File: src/rtl/octal_scan_ctrl.sv
// Four-digit octal display scanner with anti-ghost blanking and frame-aligned word commit.
// Optional macro LEADING_ZERO_BLANK_EN keeps digits above the most-significant nonzero digit dark.
module octal_scan_ctrl #(
  parameter int TICK_DIV  = 50000,
  parameter int BLANK_CYC = 4
) (
  input  logic        clk,
  input  logic        reset,
  input  logic        en,
  input  logic        load,
  input  logic [11:0] data_in,
  output logic        load_ack,
  output logic [2:0]  digit_val,
  output logic [3:0]  an_n,
  output logic [1:0]  digit_idx
);

  localparam int MAXC = (TICK_DIV > BLANK_CYC) ? TICK_DIV : BLANK_CYC;
  localparam int CW   = $clog2(MAXC) + 1;
  localparam logic [CW-1:0] TICK_LAST  = CW'(TICK_DIV - 1);
  localparam logic [CW-1:0] BLANK_LAST = CW'(BLANK_CYC - 1);

  localparam logic [1:0] S_OFF   = 2'd0;
  localparam logic [1:0] S_BLANK = 2'd1;
  localparam logic [1:0] S_SHOW  = 2'd2;

  logic [1:0]    r_state, w_state_nxt;
  logic [CW-1:0] r_cnt, w_cnt_nxt;
  logic [1:0]    r_idx, w_idx_nxt;
  logic [11:0]   r_disp, w_disp_nxt;
  logic [11:0]   r_pword;
  logic          r_pend;
  logic          r_ack;
  logic [2:0]    r_val, w_val_nxt;
  logic [3:0]    r_an_n, w_an_nxt;
  logic          w_commit;
  logic          w_lit;
  logic [2:0]    w_digit;

  // Commits land only while dark or at the frame boundary, so a frame never mixes two words.
  always_comb begin
    w_commit   = ((r_state == S_OFF) ||
                  (r_state == S_SHOW && r_idx == 2'd3 && r_cnt == TICK_LAST)) &&
                 (load || r_pend);
    w_disp_nxt = w_commit ? (load ? data_in : r_pword) : r_disp;
  end

  always_comb begin
    w_state_nxt = r_state;
    w_cnt_nxt   = r_cnt;
    w_idx_nxt   = r_idx;
    if (!en) begin
      w_state_nxt = S_OFF;
      w_cnt_nxt   = '0;
      w_idx_nxt   = '0;
    end else begin
      case (r_state)
        S_OFF: begin
          w_state_nxt = S_BLANK;
          w_cnt_nxt   = '0;
          w_idx_nxt   = '0;
        end
        S_BLANK: begin
          if (r_cnt == BLANK_LAST) begin
            w_state_nxt = S_SHOW;
            w_cnt_nxt   = '0;
          end else begin
            w_cnt_nxt = r_cnt + 1'b1;
          end
        end
        S_SHOW: begin
          if (r_cnt == TICK_LAST) begin
            w_state_nxt = S_BLANK;
            w_cnt_nxt   = '0;
            w_idx_nxt   = r_idx + 2'd1;
          end else begin
            w_cnt_nxt = r_cnt + 1'b1;
          end
        end
        default: begin
          w_state_nxt = S_OFF;
          w_cnt_nxt   = '0;
          w_idx_nxt   = '0;
        end
      endcase
    end
  end

  // Outputs are computed from next-state values so they change on the same edge as the state.
  always_comb begin
    case (w_idx_nxt)
      2'd0:    w_digit = w_disp_nxt[2:0];
      2'd1:    w_digit = w_disp_nxt[5:3];
      2'd2:    w_digit = w_disp_nxt[8:6];
      default: w_digit = w_disp_nxt[11:9];
    endcase
`ifdef LEADING_ZERO_BLANK_EN
    case (w_idx_nxt)
      2'd0:    w_lit = 1'b1;
      2'd1:    w_lit = |w_disp_nxt[11:3];
      2'd2:    w_lit = |w_disp_nxt[11:6];
      default: w_lit = |w_disp_nxt[11:9];
    endcase
`else
    w_lit = 1'b1;
`endif
    w_val_nxt = (w_state_nxt == S_OFF) ? 3'd0 : w_digit;
    w_an_nxt  = (w_state_nxt == S_SHOW && w_lit) ? ~(4'b0001 << w_idx_nxt) : 4'b1111;
  end

  always_ff @(posedge clk or posedge reset) begin
    if (reset) begin
      r_state <= S_OFF;
      r_cnt   <= '0;
      r_idx   <= '0;
      r_disp  <= '0;
      r_pword <= '0;
      r_pend  <= 1'b0;
      r_ack   <= 1'b0;
      r_val   <= '0;
      r_an_n  <= '1;
    end else begin
      r_state <= w_state_nxt;
      r_cnt   <= w_cnt_nxt;
      r_idx   <= w_idx_nxt;
      r_disp  <= w_disp_nxt;
      r_ack   <= w_commit;
      r_val   <= w_val_nxt;
      r_an_n  <= w_an_nxt;
      if (w_commit) begin
        r_pend <= 1'b0;
      end else if (load) begin
        r_pend  <= 1'b1;
        r_pword <= data_in;
      end
    end
  end

  assign load_ack  = r_ack;
  assign digit_val = r_val;
  assign an_n      = r_an_n;
  assign digit_idx = r_idx;

endmodule

File: config.mk
export PLATFORM = sky130hd
export DESIGN_NAME = octal_scan_ctrl
export DESIGN_NICKNAME = d
export VERILOG_FILES = /design/src/rtl/octal_scan_ctrl.sv
export SDC_FILE = /design/constraint.sdc
export NUM_CORES = 1
export LEC_CHECK = 0
export BUFFER_PORTS_ARGS = -buffer_cell sky130_fd_sc_hd__buf_4
export CORE_ASPECT_RATIO = 2
export CORE_MARGIN = 8
export CORE_UTILIZATION = 60
export DETAILED_ROUTE_END_ITERATION = 6
export GPL_TIMING_DRIVEN = 0
export HOLD_SLACK_MARGIN = 0.08
export PLACE_DENSITY = 0.91
export SLEW_MARGIN = 20
export SYNTH_ARGS = -nofsm -noshare
export SYNTH_HDL_FRONTEND = slang
export SYNTH_SLANG_ARGS = --single-unit
File: constraint.sdc
create_clock -name clk -period 7.8 [get_ports clk]
set_input_delay 0.78 -clock clk [delete_from_list [all_inputs] [get_ports clk]]
set_output_delay 0.78 -clock clk [all_outputs]
set_load 0.1 [all_outputs]
==> results of run 1 <==
worst max path at each step:
stage	from	endpoint	cells after the start
final	r_cnt[10]	r_pword[0]	6
after global routing	r_state[0]	digit_val[0]	9
after CTS	r_cnt[4]	digit_val[0]	7
after detailed placement	r_cnt[10]	digit_val[0]	7
after global placement	r_cnt[10]	r_pword[1]	6
after floorplan	digit_idx[0]	digit_val[0]	7
area by class of cell:
type	count	share of cell area
Inverter	18	0.0216
Sequential cell	54	0.434
Clock buffer	5	0.0220
Timing Repair Buffer	25	0.0641
Clock inverter	3	0.0152
Buffer	9	0.0156
Multi-Input combinational cell	184	0.405
Tap cell	55	0.0220
stage by stage:
stage	std cells	setup WS, ps	utilization
after CTS	353	4890	0.692
after global placement	344	5010	0.662
after global routing	353	4670	0.692
final	353	4860	0.692
after detailed placement	345	4930	0.666
after floorplan	265	5140	-
flip-flops by register name (all words and copies together) (netlist names):
| name | count |
|---|---|
| r_cnt | 17 |
| r_disp | 12 |
| r_pword | 12 |
| an_n | 4 |
| digit_val | 3 |
| digit_idx | 2 |
| r_state | 2 |
| load_ack | 1 |
| r_pend | 1 |
cell families after synthesis:
family	Yosys count
flip-flops	54
multiplexers	14
buffers and inverters	27
adder cells (fa/ha/maj)	6
AND/OR/NAND/NOR	109
AO/OA/AOI/OAI	40
XOR/XNOR	15
power breakdown:
part           switching, uW  total (uW)  internal (uW)  leakage (uW)
Sequential              16.4         324            307      0.000677
Combinational           67.7         112           44.8      0.000632
Clock                   94.2         192           97.3     0.0000587
Total                    178         628            449       0.00137
per-layer routing:
layer  up-vias  part of all wire  GRT usage
met5         -                 0          0
met4         0             0.023     0.0810
met3        13             0.047     0.0382
met2        62              0.51      0.292
met1      1058              0.42      0.215
li1        997                 -          -
placed cells by master, fill, tap and decap left out, types with 5 or more instances in the layout:
cell / Yosys / routed
sky130_fd_sc_hd__ha_1: 6 / 6
sky130_fd_sc_hd__clkbuf_8: 0 / 5
sky130_fd_sc_hd__xor2_1: 9 / 9
sky130_fd_sc_hd__o22ai_1: 13 / 13
sky130_fd_sc_hd__nand4_1: 7 / 7
sky130_fd_sc_hd__nor2_1: 36 / 36
sky130_fd_sc_hd__nand2b_1: 8 / 8
sky130_fd_sc_hd__nand3_1: 8 / 8
sky130_fd_sc_hd__dfrtp_1: 50 / 50
sky130_fd_sc_hd__a221oi_2: 6 / 6
sky130_fd_sc_hd__inv_1: 18 / 17
sky130_fd_sc_hd__nand2_1: 20 / 20
sky130_fd_sc_hd__o21ai_0: 5 / 5
sky130_fd_sc_hd__and3_1: 8 / 8
sky130_fd_sc_hd__mux2_2: 11 / 11
sky130_fd_sc_hd__xnor2_1: 6 / 6
sky130_fd_sc_hd__buf_4: 1 / 25
sky130_fd_sc_hd__clkbuf_1: 7 / 7
critical path, delay by kind of cell, from the launching register on:
family                 cells  cell delay [ps]
and+or+nand+nor            3             1400
muxes                      1              360
DFF                        1              420
AOI/OAI and AO/OA          1              410
buffers and inverters      1              240
==> parameters.txt, run 1 <==
Parameter                              Value

Timing
  Number of failing setup endpoints in the final timing report ... 0
  Number of endpoints with negative hold slack in the final report ... 0
  Setup repair after global routing missed its margin ... false
  Final Max Slew Viols ... 0
  Clock period minus worst slack ... 2940 ps
  Setup total negative slack ... 0 ps
  Slew of the pin with the lowest slew margin ... slightly above 900 ps
  Relative max-transition margin ... 0.392
  Worst clock skew ... 7.02 ps
  Maximum achievable frequency ... 341 MHz
  Worst hold margin ... about 470 ps
  Crit share post-route ... 0.376

Detailed routing
  Number of nets with antenna violations after routing ... 0
  Average via count per standard cell ... between 6 and 7
  Total Wirelength ... ~6200 um
  Residual DRC count ... 0
  Number of iterations in the first detailed-routing pass ... 4
  Total number of vias ... around 2100
  Wire length per cell after detailed routing ... about 18 um
  DR iter-0 viols ... between 150 and 200

Setup path
  Critical Path Fanout Max ... 10
  Worst r2r src ... r_cnt[10]
  Slowest stage cell, crit path ... sky130_fd_sc_hd__or4_4
  Longest individual stage delay on the worst path ... 580 ps
  FF-to-FF End ... r_pword[0]
  Critical Path, Cell by Cell ... or4_4, nor4_4, a31oi_1, nand2_1, buf_4, mux2_2
  Critical path type ... flop to flop
  Register-to-register path setup slack ... slightly below 5000 ps
  Kind of end point of the critical path ... flop
  Data required, critical path ... about 8000 ps
  Startpoint type of the worst setup path ... flop
  Depth of the worst register-to-register path ... 6
  Arr. time, crit path ... approximately 3100 ps

Logic synthesis
  Share of synthesized area spent on multiplexers ... 0.0562
  Synthesized net count ... roughly 290
  Leading post-synthesis cells by cell area ... sky130_fd_sc_hd__dfrtp_1 (46%), sky130_fd_sc_hd__nor2_1 (4.9%), sky130_fd_sc_hd__mux2_2 (4.5%)
  Mean Syn Cell Area ... 10.3 um2
  Post-synth top area cell ... sky130_fd_sc_hd__dfrtp_1
  Fraction of post-synthesis cell area in the top cell type by area ... 0.457
  Share of flip-flops with an asynchronous set or reset ... 1.00
  Count of cell types in the netlist ... 43
  Adder and majority cell fraction of the synthesized area ... 0.0274
  Count of synthesis-stage warnings from yosys ... 0
  Leading cell type by number of instances after synthesis ... sky130_fd_sc_hd__dfrtp_1
  Register bit total from synthesis ... 54
  Compound-Gate Fraction of Synth Area ... 0.118
  Top FF cell, synth ... sky130_fd_sc_hd__dfrtp_1
  Leading post-synthesis cells by instance count ... sky130_fd_sc_hd__dfrtp_1 (50), sky130_fd_sc_hd__nor2_1 (36), sky130_fd_sc_hd__nand2_1 (20), sky130_fd_sc_hd__inv_1 (18), sky130_fd_sc_hd__o22ai_1 (13)
  Share of synthesized area occupied by flip-flops and latches ... 0.496
  Number of instances in the synthesized netlist ... around 270
  Dominant combinational cell family by area after synthesis ... simple AND/OR/NAND/NOR gates
  Number of enable flip-flop cells after synthesis ... 0
  Post-Synth XOR/XNOR Area ... 0.0480
  Netlist Area Pre-Place ... between 2000 and 3000 um2
  Post-synthesis share of cell area spent on and, or, nand and nor gates ... 0.212

Finish
  Finished Cell Area ... around 3100 um2
  Antenna Diode Count ... 0
  NumNets Final ... roughly 320
  Share of post-route cells with drive strength above 1 ... 0.225
  Total area of multi-input combinational cells ... approximately 1300 um2
  Final-layout fill cell count ... ~310
  Layout Area Growth over Synthesis ... 14.1%
  Flip-flop and latch area ... between 1000 and 1500 um2

Global routing
  Remaining global-route overflow ... 0
  Pin count of the biggest net entering global routing ... 37
  First-pass GRT wire length ... ~10000 um
  Total global routing track utilization ... 0.178
  Antenna violations before repair ... 0
  Number of global-route vias before repair ... around 2200

Placed design
  Routability Congestion ... 0.850
  Cell area after placement ... between 3000 and 4000 um2
  HPWL Detailed ... approximately 4300 um
  Buffers added on ports ... 24

Clock tree
  Post-CTS Resized ... 0
  Post-CTS setup buffer count ... 0
  Clk sink count ... 54
  Clk slew on worst S/H paths ... ~100 ps
  H-tree lvl count ... 2
  Root buf cell ... sky130_fd_sc_hd__clkbuf_8
  CTS Buffer Depth ... 2
  TritonCTS clock tree ... done
  Clock insertion delay at the later pin of the skew report ... a little over 300 ps
  Number of clock buffers inserted by TritonCTS ... 5
  Hold bufs inserted after CTS ... 0

Power
  Peak supply drop ... 0.198 mV
  Total power of the final layout ... 628 uW
  P_leak ... 0.00137 uW
  Power per Cell Area ... between 200 and 250 nW/um2

Floorplan
  Number of core rows ... 35
  Initial Util ... 0.607
  # IOs ... 26
  Die Outline Area ... ~7100 um2
  Core Box Area ... around 4500 um2
  Die width ... between 60 and 70 um
  Overall die height ... about 110 um

Flow run
  Maximum capacitance violations ... 0

Hold path
  Hold crit path type ... input port to asynchronous set/reset pin

Status
  Run status ... finished, final reports clean
Note: power is estimated with default switching activity, not from simulation.
==> run 2, diff against run 1 <==
--- a/config.mk
+++ b/config.mk
@@ -8,11 +8,11 @@
 export BUFFER_PORTS_ARGS = -buffer_cell sky130_fd_sc_hd__buf_4
 export CORE_ASPECT_RATIO = 2
 export CORE_MARGIN = 8
-export CORE_UTILIZATION = 60
+export CORE_UTILIZATION = 53
 export DETAILED_ROUTE_END_ITERATION = 6
 export GPL_TIMING_DRIVEN = 0
 export HOLD_SLACK_MARGIN = 0.08
-export PLACE_DENSITY = 0.91
+export PLACE_DENSITY = 0.85
 export SLEW_MARGIN = 20
 export SYNTH_ARGS = -nofsm -noshare
 export SYNTH_HDL_FRONTEND = slang
==> constraint.sdc (replaced) <==
create_clock -name clk -period 2.7 [get_ports clk]
set_input_delay 0.27 -clock clk [delete_from_list [all_inputs] [get_ports clk]]
set_output_delay 0.27 -clock clk [all_outputs]
set_load 0.1 [all_outputs]
==> parameters.txt, run 2 (synthesis gave the netlist of run 1 again) <==
Parameter                              Value

Power
  P_leak ... 0.00140 uW (was 0.00137 uW)
  Net switching power figure ... 536 uW (was 178 uW)
  Power per Cell Area ... 545 nW/um2 (was 201 nW/um2)
  Internal cell power ... 1220 uW (was 449 uW)
  Switching portion of total power ... 0.305 (was 0.284)
  Portion of total power attributed to sequential cells ... 0.532 (was 0.516)
  Peak supply drop ... 0.475 mV (was 0.198 mV)
  Part of the power in the clock network ... 0.275 (was 0.305)
  Part of the power in combinational logic ... 0.193 (was 0.179)

Finish
  Antenna Diode Count ... 0 (unchanged)
  Share of post-route cells with drive strength above 1 ... 0.272 (was 0.225)
  Layout Area Growth over Synthesis ... 17.7% (was 14.1%)
  Registers with the most flip-flops ... r_cnt: 17 flops, r_disp: 12 flops, r_pword: 12 flops (unchanged)
  Most frequent cells in the layout ... sky130_fd_sc_hd__dfrtp_1 (49), sky130_fd_sc_hd__nor2_1 (36), sky130_fd_sc_hd__buf_4 (30) (was sky130_fd_sc_hd__dfrtp_1 (50), sky130_fd_sc_hd__nor2_1 (36), sky130_fd_sc_hd__buf_4 (25))
  Max FFs per register ... 17 (unchanged)
  Final-layout fill cell count ... 376 (was 312)
  Final non-filler cell total ... 363 (was 353)
  Register with the most flip-flops ... r_cnt (unchanged)
  Most common library cell in the layout ignoring fill and taps ... sky130_fd_sc_hd__dfrtp_1 (unchanged)
  NumNets Final ... 326 (was 319)

Setup path
  Critical path type ... flop to flop (unchanged)
  Critical Path Fanout Max ... 10 (unchanged)
  Arr. time, crit path ... 2830 ps (was 3140 ps)
  Longest individual stage delay on the worst path ... 580 ps (about the same)
  FF-to-FF End ... digit_val[2] (was r_pword[0])
  Data required, critical path ... 2930 ps (was 8000 ps)
  Register-to-register path setup slack ... 100 ps (was 4860 ps)
  Critical path launch point ... r_cnt[16] (was r_cnt[10])
  Kind of end point of the critical path ... flop (unchanged)
  Slowest stage cell, crit path ... sky130_fd_sc_hd__or4_4 (unchanged)
  Critical Path, Cell by Cell ... or4_4, nor4_4, buf_6, a31o_4, buf_8, nor2_2, a221oi_2, o22ai_2, nor4_2 (was or4_4, nor4_4, a31oi_1, nand2_1, buf_4, mux2_2)
  Startpoint type of the worst setup path ... flop (unchanged)
  Worst r2r src ... r_cnt[16] (was r_cnt[10])
  Depth of the worst register-to-register path ... 9 (was 6)

Timing
  Maximum achievable frequency ... 385 MHz (was 341 MHz)
  Number of failing setup endpoints in the final timing report ... 0 (unchanged)
  Relative max-transition margin ... 0.591 (was 0.392)
  Clock period minus worst slack ... 2600 ps (was 2940 ps)
  Final Max Slew Viols ... 0 (unchanged)
  Setup total negative slack ... 0 ps (unchanged)
  Slew of the pin with the lowest slew margin ... 614 ps (was 908 ps)
  Setup repair after global routing missed its margin ... true (was false)
  Worst setup slack after layout ... 99.2 ps (was 4860 ps)
  Crit share post-route ... 0.963 (was 0.376)
  Number of endpoints with negative hold slack in the final report ... 0 (unchanged)
  Worst clock skew ... 7.40 ps (was 7.02 ps)

Flow run
  Maximum capacitance violations ... 0 (unchanged)

Floorplan
  Core Box Area ... 5050 um2 (was 4510 um2)
  Die Outline Area ... 7860 um2 (was 7110 um2)
  Overall die height ... 118 um (was 112 um)
  Initial Util ... 0.542 (was 0.607)
  # IOs ... 26 (unchanged)
  Number of core rows ... 37 (was 35)
  Die width ... 66.8 um (was 63.8 um)

Placed design
  Setup slack at placement ... -210 ps (was 4930 ps)
  Cells after DPL ... 348 (was 345)
  Buffers added on ports ... 24 (unchanged)
  Routability Congestion ... 0.832 (was 0.850)
  HPWL Detailed ... 4360 um (was 4350 um)

Detailed routing
  DR iter-0 viols ... 105 (was 176)
  Number of nets with antenna violations after routing ... 0 (unchanged)
  Wire length per cell after detailed routing ... 17.2 um (was 17.5 um)
  Number of iterations in the first detailed-routing pass ... 4 (unchanged)
  Average via count per standard cell ... 5.96 (was 6.03)
  Residual DRC count ... 0 (unchanged)
  Total number of vias ... 2164 (was 2130)
  Total Wirelength ... 6240 um (was 6190 um)

Clock tree
  CTS Buffer Depth ... 2 (unchanged)
  TritonCTS clock tree ... done (unchanged)
  H-tree lvl count ... 2 (unchanged)
  Clock insertion delay at the later pin of the skew report ... 310 ps (about the same)
  Clk sink count ... 54 (unchanged)
  Root buf cell ... sky130_fd_sc_hd__clkbuf_8 (unchanged)
  Clk slew on worst S/H paths ... 110 ps (was 100 ps)
  Number of clock buffers inserted by TritonCTS ... 5 (unchanged)

Global routing
  Remaining global-route overflow ... 0 (unchanged)
  Total global routing track utilization ... 0.163 (was 0.178)
  Number of global-route vias before repair ... 2188 (was 2228)
  First-pass GRT wire length ... 10400 um (about the same)
  Pin count of the biggest net entering global routing ... 36 (was 37)
  Antenna violations before repair ... 0 (unchanged)

Status
  Run status ... finished, final reports clean (unchanged)

Hold path
  Worst hold path startpoint ... data_in[5]
  Worst hold path stage count ... 2
  Hold crit path type ... input port to flop (was input port to asynchronous set/reset pin)
  Endpoint with the worst hold slack ... r_pword[5]
run 2: routing by layer:
layer | up-vias | GRT usage | routed length [um]
met5 | - | 0 | 0
li1 | 1007 | - | -
met4 | 0 | 0.0579 | 131
met3 | 13 | 0.0315 | 309
met2 | 61 | 0.256 | 3180
met1 | 1083 | 0.211 | 2620
run 2: final cells by class:
| class | count | area, um2 | share of cell area |
|---|---|---|---|
| clock inverter | 3 | 28.8 | 0.00893 |
| inverter | 18 | 67.6 | 0.0210 |
| multi-input combinational | 185 | 1320 | 0.410 |
| clock buffer | 5 | 68.8 | 0.0214 |
| tap | 58 | 72.6 | 0.0225 |
| buffer | 8 | 45.0 | 0.0140 |
| timing repair buffer | 32 | 259 | 0.0804 |
| sequential | 54 | 1360 | 0.421 |
run 2: power by group through the flow:
| stage | Combinational, uW | Clock [uW] | Sequential (uW) |
|---|---|---|---|
| after detailed placement | 319 | 0 | 947 |
| final | 340 | 482 | 933 |
| after CTS | 327 | 488 | 932 |
| after floorplan | 193 | 0 | 981 |
| after global routing | 366 | 523 | 939 |
| after global placement | 301 | 0 | 940 |
run 2: worst max-delay path by stage:
stage	end	depth (start not counted)
floorplan	digit_val[0]	7
global placement	r_pword[1]	6
detailed placement	r_pword[7]	6
CTS	digit_val[0]	6
global route	digit_val[2]	9
finish	digit_val[2]	9
run 2: what timing repair did:
action | CTS | global route
gates cloned | 0 | 1
hold buffers | 1 | 0
resized for setup | 2 | 11
setup buffers | 2 | 4
hold endpoints to repair | 19 | 0
setup endpoints to repair | 23 | 28
pin swaps | 1 | 4
run 2: stage by stage:
step                utilization  cell area (um2)  hold slack (ps)  total power, uW
floorplan                     -             2740              416             1170
global placement          0.592             2990              475             1240
detailed placement        0.596             3010              312             1270
CTS                       0.622             3140              186             1750
global route              0.638             3220              185             1830
finish                    0.638             3220              189             1760
run 2: critical path: cells and delay by family, from the launching register on:
| family | cells | cell delay [ps] |
|---|---|---|
| flip-flops | 1 | 410 |
| buffers and inverters | 2 | 320 |
| AO/OA/AOI/OAI | 3 | 600 |
| AND/OR/NAND/NOR | 4 | 1180 |
==> run 3, diff against run 2 <==
--- a/config.mk
+++ b/config.mk
@@ -5,14 +5,14 @@
 export SDC_FILE = /design/constraint.sdc
 export NUM_CORES = 1
 export LEC_CHECK = 0
-export BUFFER_PORTS_ARGS = -buffer_cell sky130_fd_sc_hd__buf_4
 export CORE_ASPECT_RATIO = 2
 export CORE_MARGIN = 8
-export CORE_UTILIZATION = 53
+export CORE_UTILIZATION = 46
 export DETAILED_ROUTE_END_ITERATION = 6
+export DONT_BUFFER_PORTS = 1
 export GPL_TIMING_DRIVEN = 0
 export HOLD_SLACK_MARGIN = 0.08
-export PLACE_DENSITY = 0.85
+export PLACE_DENSITY = 0.73
 export SLEW_MARGIN = 20
 export SYNTH_ARGS = -nofsm -noshare
 export SYNTH_HDL_FRONTEND = slang
==> parameters.txt, run 3 (synthesis gave the netlist of run 1 again) <==
Parameter                              Value

Status
  Run status ... finished, final reports clean (unchanged)

Global routing
  Number of global-route vias before repair ... 1980 (was 2188)
  Remaining global-route overflow ... 0 (unchanged)
  Met1 track demand over resource ... 0.169 (was 0.211)
  Met3 demand-to-capacity share in global routing ... 0.0451 (was 0.0315)
  Most utilized layer in the global route result ... met2 (unchanged)
  Antenna violations before repair ... 0 (unchanged)
  Total global routing track utilization ... 0.136 (was 0.163)
  Grt met2 use ... 0.210 (was 0.256)
  First-pass GRT wire length ... 9870 um (was 10400 um)
  Pin count of the biggest net entering global routing ... 29 (was 36)

Finish
  Registers with the most flip-flops ... r_cnt: 17 flops, r_disp: 12 flops, r_pword: 12 flops (unchanged)
  Most frequent cells in the layout ... sky130_fd_sc_hd__dfrtp_1 (47), sky130_fd_sc_hd__nor2_1 (36), sky130_fd_sc_hd__nand2_1 (19) (was sky130_fd_sc_hd__dfrtp_1 (49), sky130_fd_sc_hd__nor2_1 (36), sky130_fd_sc_hd__buf_4 (30))
  Max FFs per register ... 17 (unchanged)
  Final-layout fill cell count ... 512 (was 376)
  Share of post-route cells with drive strength above 1 ... 0.221 (was 0.272)
  Register with the most flip-flops ... r_cnt (unchanged)
  Antenna Diode Count ... 0 (unchanged)
  Most common library cell in the layout ignoring fill and taps ... sky130_fd_sc_hd__dfrtp_1 (unchanged)
  NumNets Final ... 302 (was 326)
  Layout Area Growth over Synthesis ... 13.5% (was 17.7%)

Clock tree
  Root buf cell ... sky130_fd_sc_hd__clkbuf_16 (was sky130_fd_sc_hd__clkbuf_8)
  Number of clock buffers inserted by TritonCTS ... 5 (unchanged)
  CTS Buffer Depth ... 2 (unchanged)
  Clock insertion delay at the later pin of the skew report ... 300 ps (was 310 ps)
  Clk sink count ... 54 (unchanged)
  TritonCTS clock tree ... done (unchanged)
  H-tree lvl count ... 2 (unchanged)
  Clk slew on worst S/H paths ... 70 ps (was 110 ps)

Detailed routing
  Number of iterations in the first detailed-routing pass ... 4 (unchanged)
  Average via count per standard cell ... 5.88 (was 5.96)
  Total number of vias ... 2022 (was 2164)
  Residual DRC count ... 0 (unchanged)
  Number of nets with antenna violations after routing ... 0 (unchanged)
  Total Wirelength ... 5990 um (was 6240 um)
  Wire length per cell after detailed routing ... 17.4 um (was 17.2 um)
  DR iter-0 viols ... 91 (was 105)

Placed design
  Routability Congestion ... 0.805 (was 0.832)
  HPWL Detailed ... 4200 um (was 4360 um)
  Setup slack at placement ... -531 ps (was -210 ps)
  Buffers added on ports ... 0 (was 24)

Floorplan
  Initial Util ... 0.467 (was 0.542)
  Overall die height ... 125 um (was 118 um)
  # IOs ... 26 (unchanged)
  Die Outline Area ... 8820 um2 (was 7860 um2)
  Die width ... 70.5 um (was 66.8 um)
  Number of core rows ... 40 (was 37)
  Core Box Area ... 5860 um2 (was 5050 um2)

Setup path
  Slowest stage cell, crit path ... sky130_fd_sc_hd__or4_4 (unchanged)
  Critical Path, Cell by Cell ... or4_4, nor4_4, buf_4, a31oi_2, nor2_4, a221oi_2, a211oi_1, nor4b_2 (was or4_4, nor4_4, buf_6, a31o_4, buf_8, nor2_2, a221oi_2, o22ai_2, nor4_2)
  Data required, critical path ... 2870 ps (was 2930 ps)
  Startpoint type of the worst setup path ... flop (unchanged)
  Worst r2r src ... r_cnt[4] (was r_cnt[16])
  Critical Path Fanout Max ... 7 (was 10)
  Worst path depth ... 8 (was 9)
  FF-to-FF End ... digit_val[0] (was digit_val[2])
  Count of buffering cells on the critical path with inverters included ... 1 (was 2)
  Longest individual stage delay on the worst path ... 560 ps (was 580 ps)
  Arr. time, crit path ... 2850 ps (was 2830 ps)
  Setup crit end ... digit_val[0] (was digit_val[2])
  Register-to-register path setup slack ... 20 ps (was 100 ps)
  Kind of end point of the critical path ... flop (unchanged)
  Critical path type ... flop to flop (unchanged)
  Depth of the worst register-to-register path ... 8 (was 9)
  Critical path launch point ... r_cnt[4] (was r_cnt[16])
  Delay-heaviest family, CP ... simple AND/OR/NAND/NOR gates (unchanged)

Timing
  Setup repair after global routing missed its margin ... true (unchanged)
  Clock period minus worst slack ... 2680 ps (was 2600 ps)
  Crit share post-route ... 0.993 (was 0.963)
  Relative max-transition margin ... 0.418 (was 0.591)
  Maximum achievable frequency ... 373 MHz (was 385 MHz)
  Setup total negative slack ... 0 ps (unchanged)
  Slew of the pin with the lowest slew margin ... 873 ps (was 614 ps)
  Worst setup slack after layout ... 17.6 ps (was 99.2 ps)
  Final Max Slew Viols ... 0 (unchanged)
  Number of endpoints with negative hold slack in the final report ... 0 (unchanged)
  Number of failing setup endpoints in the final timing report ... 0 (unchanged)
  Worst hold margin ... 119 ps (was 189 ps)
  Worst clock skew ... 7.51 ps (was 7.40 ps)

Hold path
  Hold crit path type ... input port to flop (unchanged)

Power
  Power per Cell Area ... 626 nW/um2 (was 545 nW/um2)
  Peak supply drop ... 0.549 mV (was 0.475 mV)
  P_leak ... 0.00131 uW (was 0.00140 uW)

Flow run
  Maximum capacitance violations ... 0 (unchanged)
==> run 3: cell count changes in the layout (fill, tap and decap cells not counted), sizes merged <==
cell    before  now
clkbuf      11   13
clkinv       1    0
a22oi        2    1
inv         20   18
bufinv       0    1
buf         33   10
==> run 3: worst min-delay path by stage <==
stage	endpoint	slack, ps	start	depth (start not counted)
6_report	r_pword[11]	120	data_in[11]	1
4_1_cts	r_pword[11]	110	data_in[11]	1
3_5_place_dp	r_cnt[6]	260	reset	1
5_1_grt	r_pword[3]	120	data_in[3]	1
3_3_place_gp	r_pword[11]	420	data_in[11]	1
2_1_floorplan	r_disp[8]	420	data_in[8]	2
==> run 3: worst register-to-register path: cells and delay by family, from the launching register on <==
family | cells | cell delay, ps
compound gates | 3 | 700
simple gates | 4 | 1240
flops | 1 | 440
buf+inv | 1 | 180
==> run 3: layer usage <==
layer  vias up  part of all wire  wire [um]
met5         -                 0          0
met1       994              0.41       2480
met2        58              0.49       2940
met4         0             0.017         99
met3         8             0.079        471
li1        962                 -          -
==> run 3: area by class of cell <==
type / instances / area [um2] / share of cell area
Buffer: 8 / 45.0 / 0.0145
Clock buffer: 7 / 133 / 0.0427
Clock inverter: 1 / 30.0 / 0.00967
Inverter: 18 / 67.6 / 0.0217
Multi-Input combinational cell: 184 / 1310 / 0.422
Sequential cell: 54 / 1360 / 0.438
Tap cell: 63 / 78.8 / 0.0254
Timing Repair Buffer: 9 / 82.6 / 0.0266
==> run 3: per-stage QoR <==
step | power, uW | utilization | cells | cell area, um2
after floorplan | 1170 | - | 265 | 2740
after global placement | 1210 | 0.481 | 328 | 2820
after detailed placement | 1230 | 0.484 | 329 | 2840
after CTS | 1950 | 0.518 | 339 | 3030
after global routing | 2020 | 0.531 | 344 | 3110
final | 1940 | 0.531 | 344 | 3110
==> run 3: what timing repair did <==
action	CTS	global route
setup endpoints to repair	25	27
pin swaps	1	3
hold endpoints to repair	27	0
setup buffers	2	5
gates resized for setup	5	10
hold buffers	1	0
==> run 3: report_power, final <==
group	internal, uW	total [uW]	leakage [uW]	switching, uW
clock	438	712	0.0000781	273
combinational	116	252	0.000563	136
sequential	888	980	0.000672	92.1
total	1440	1940	0.00131	502
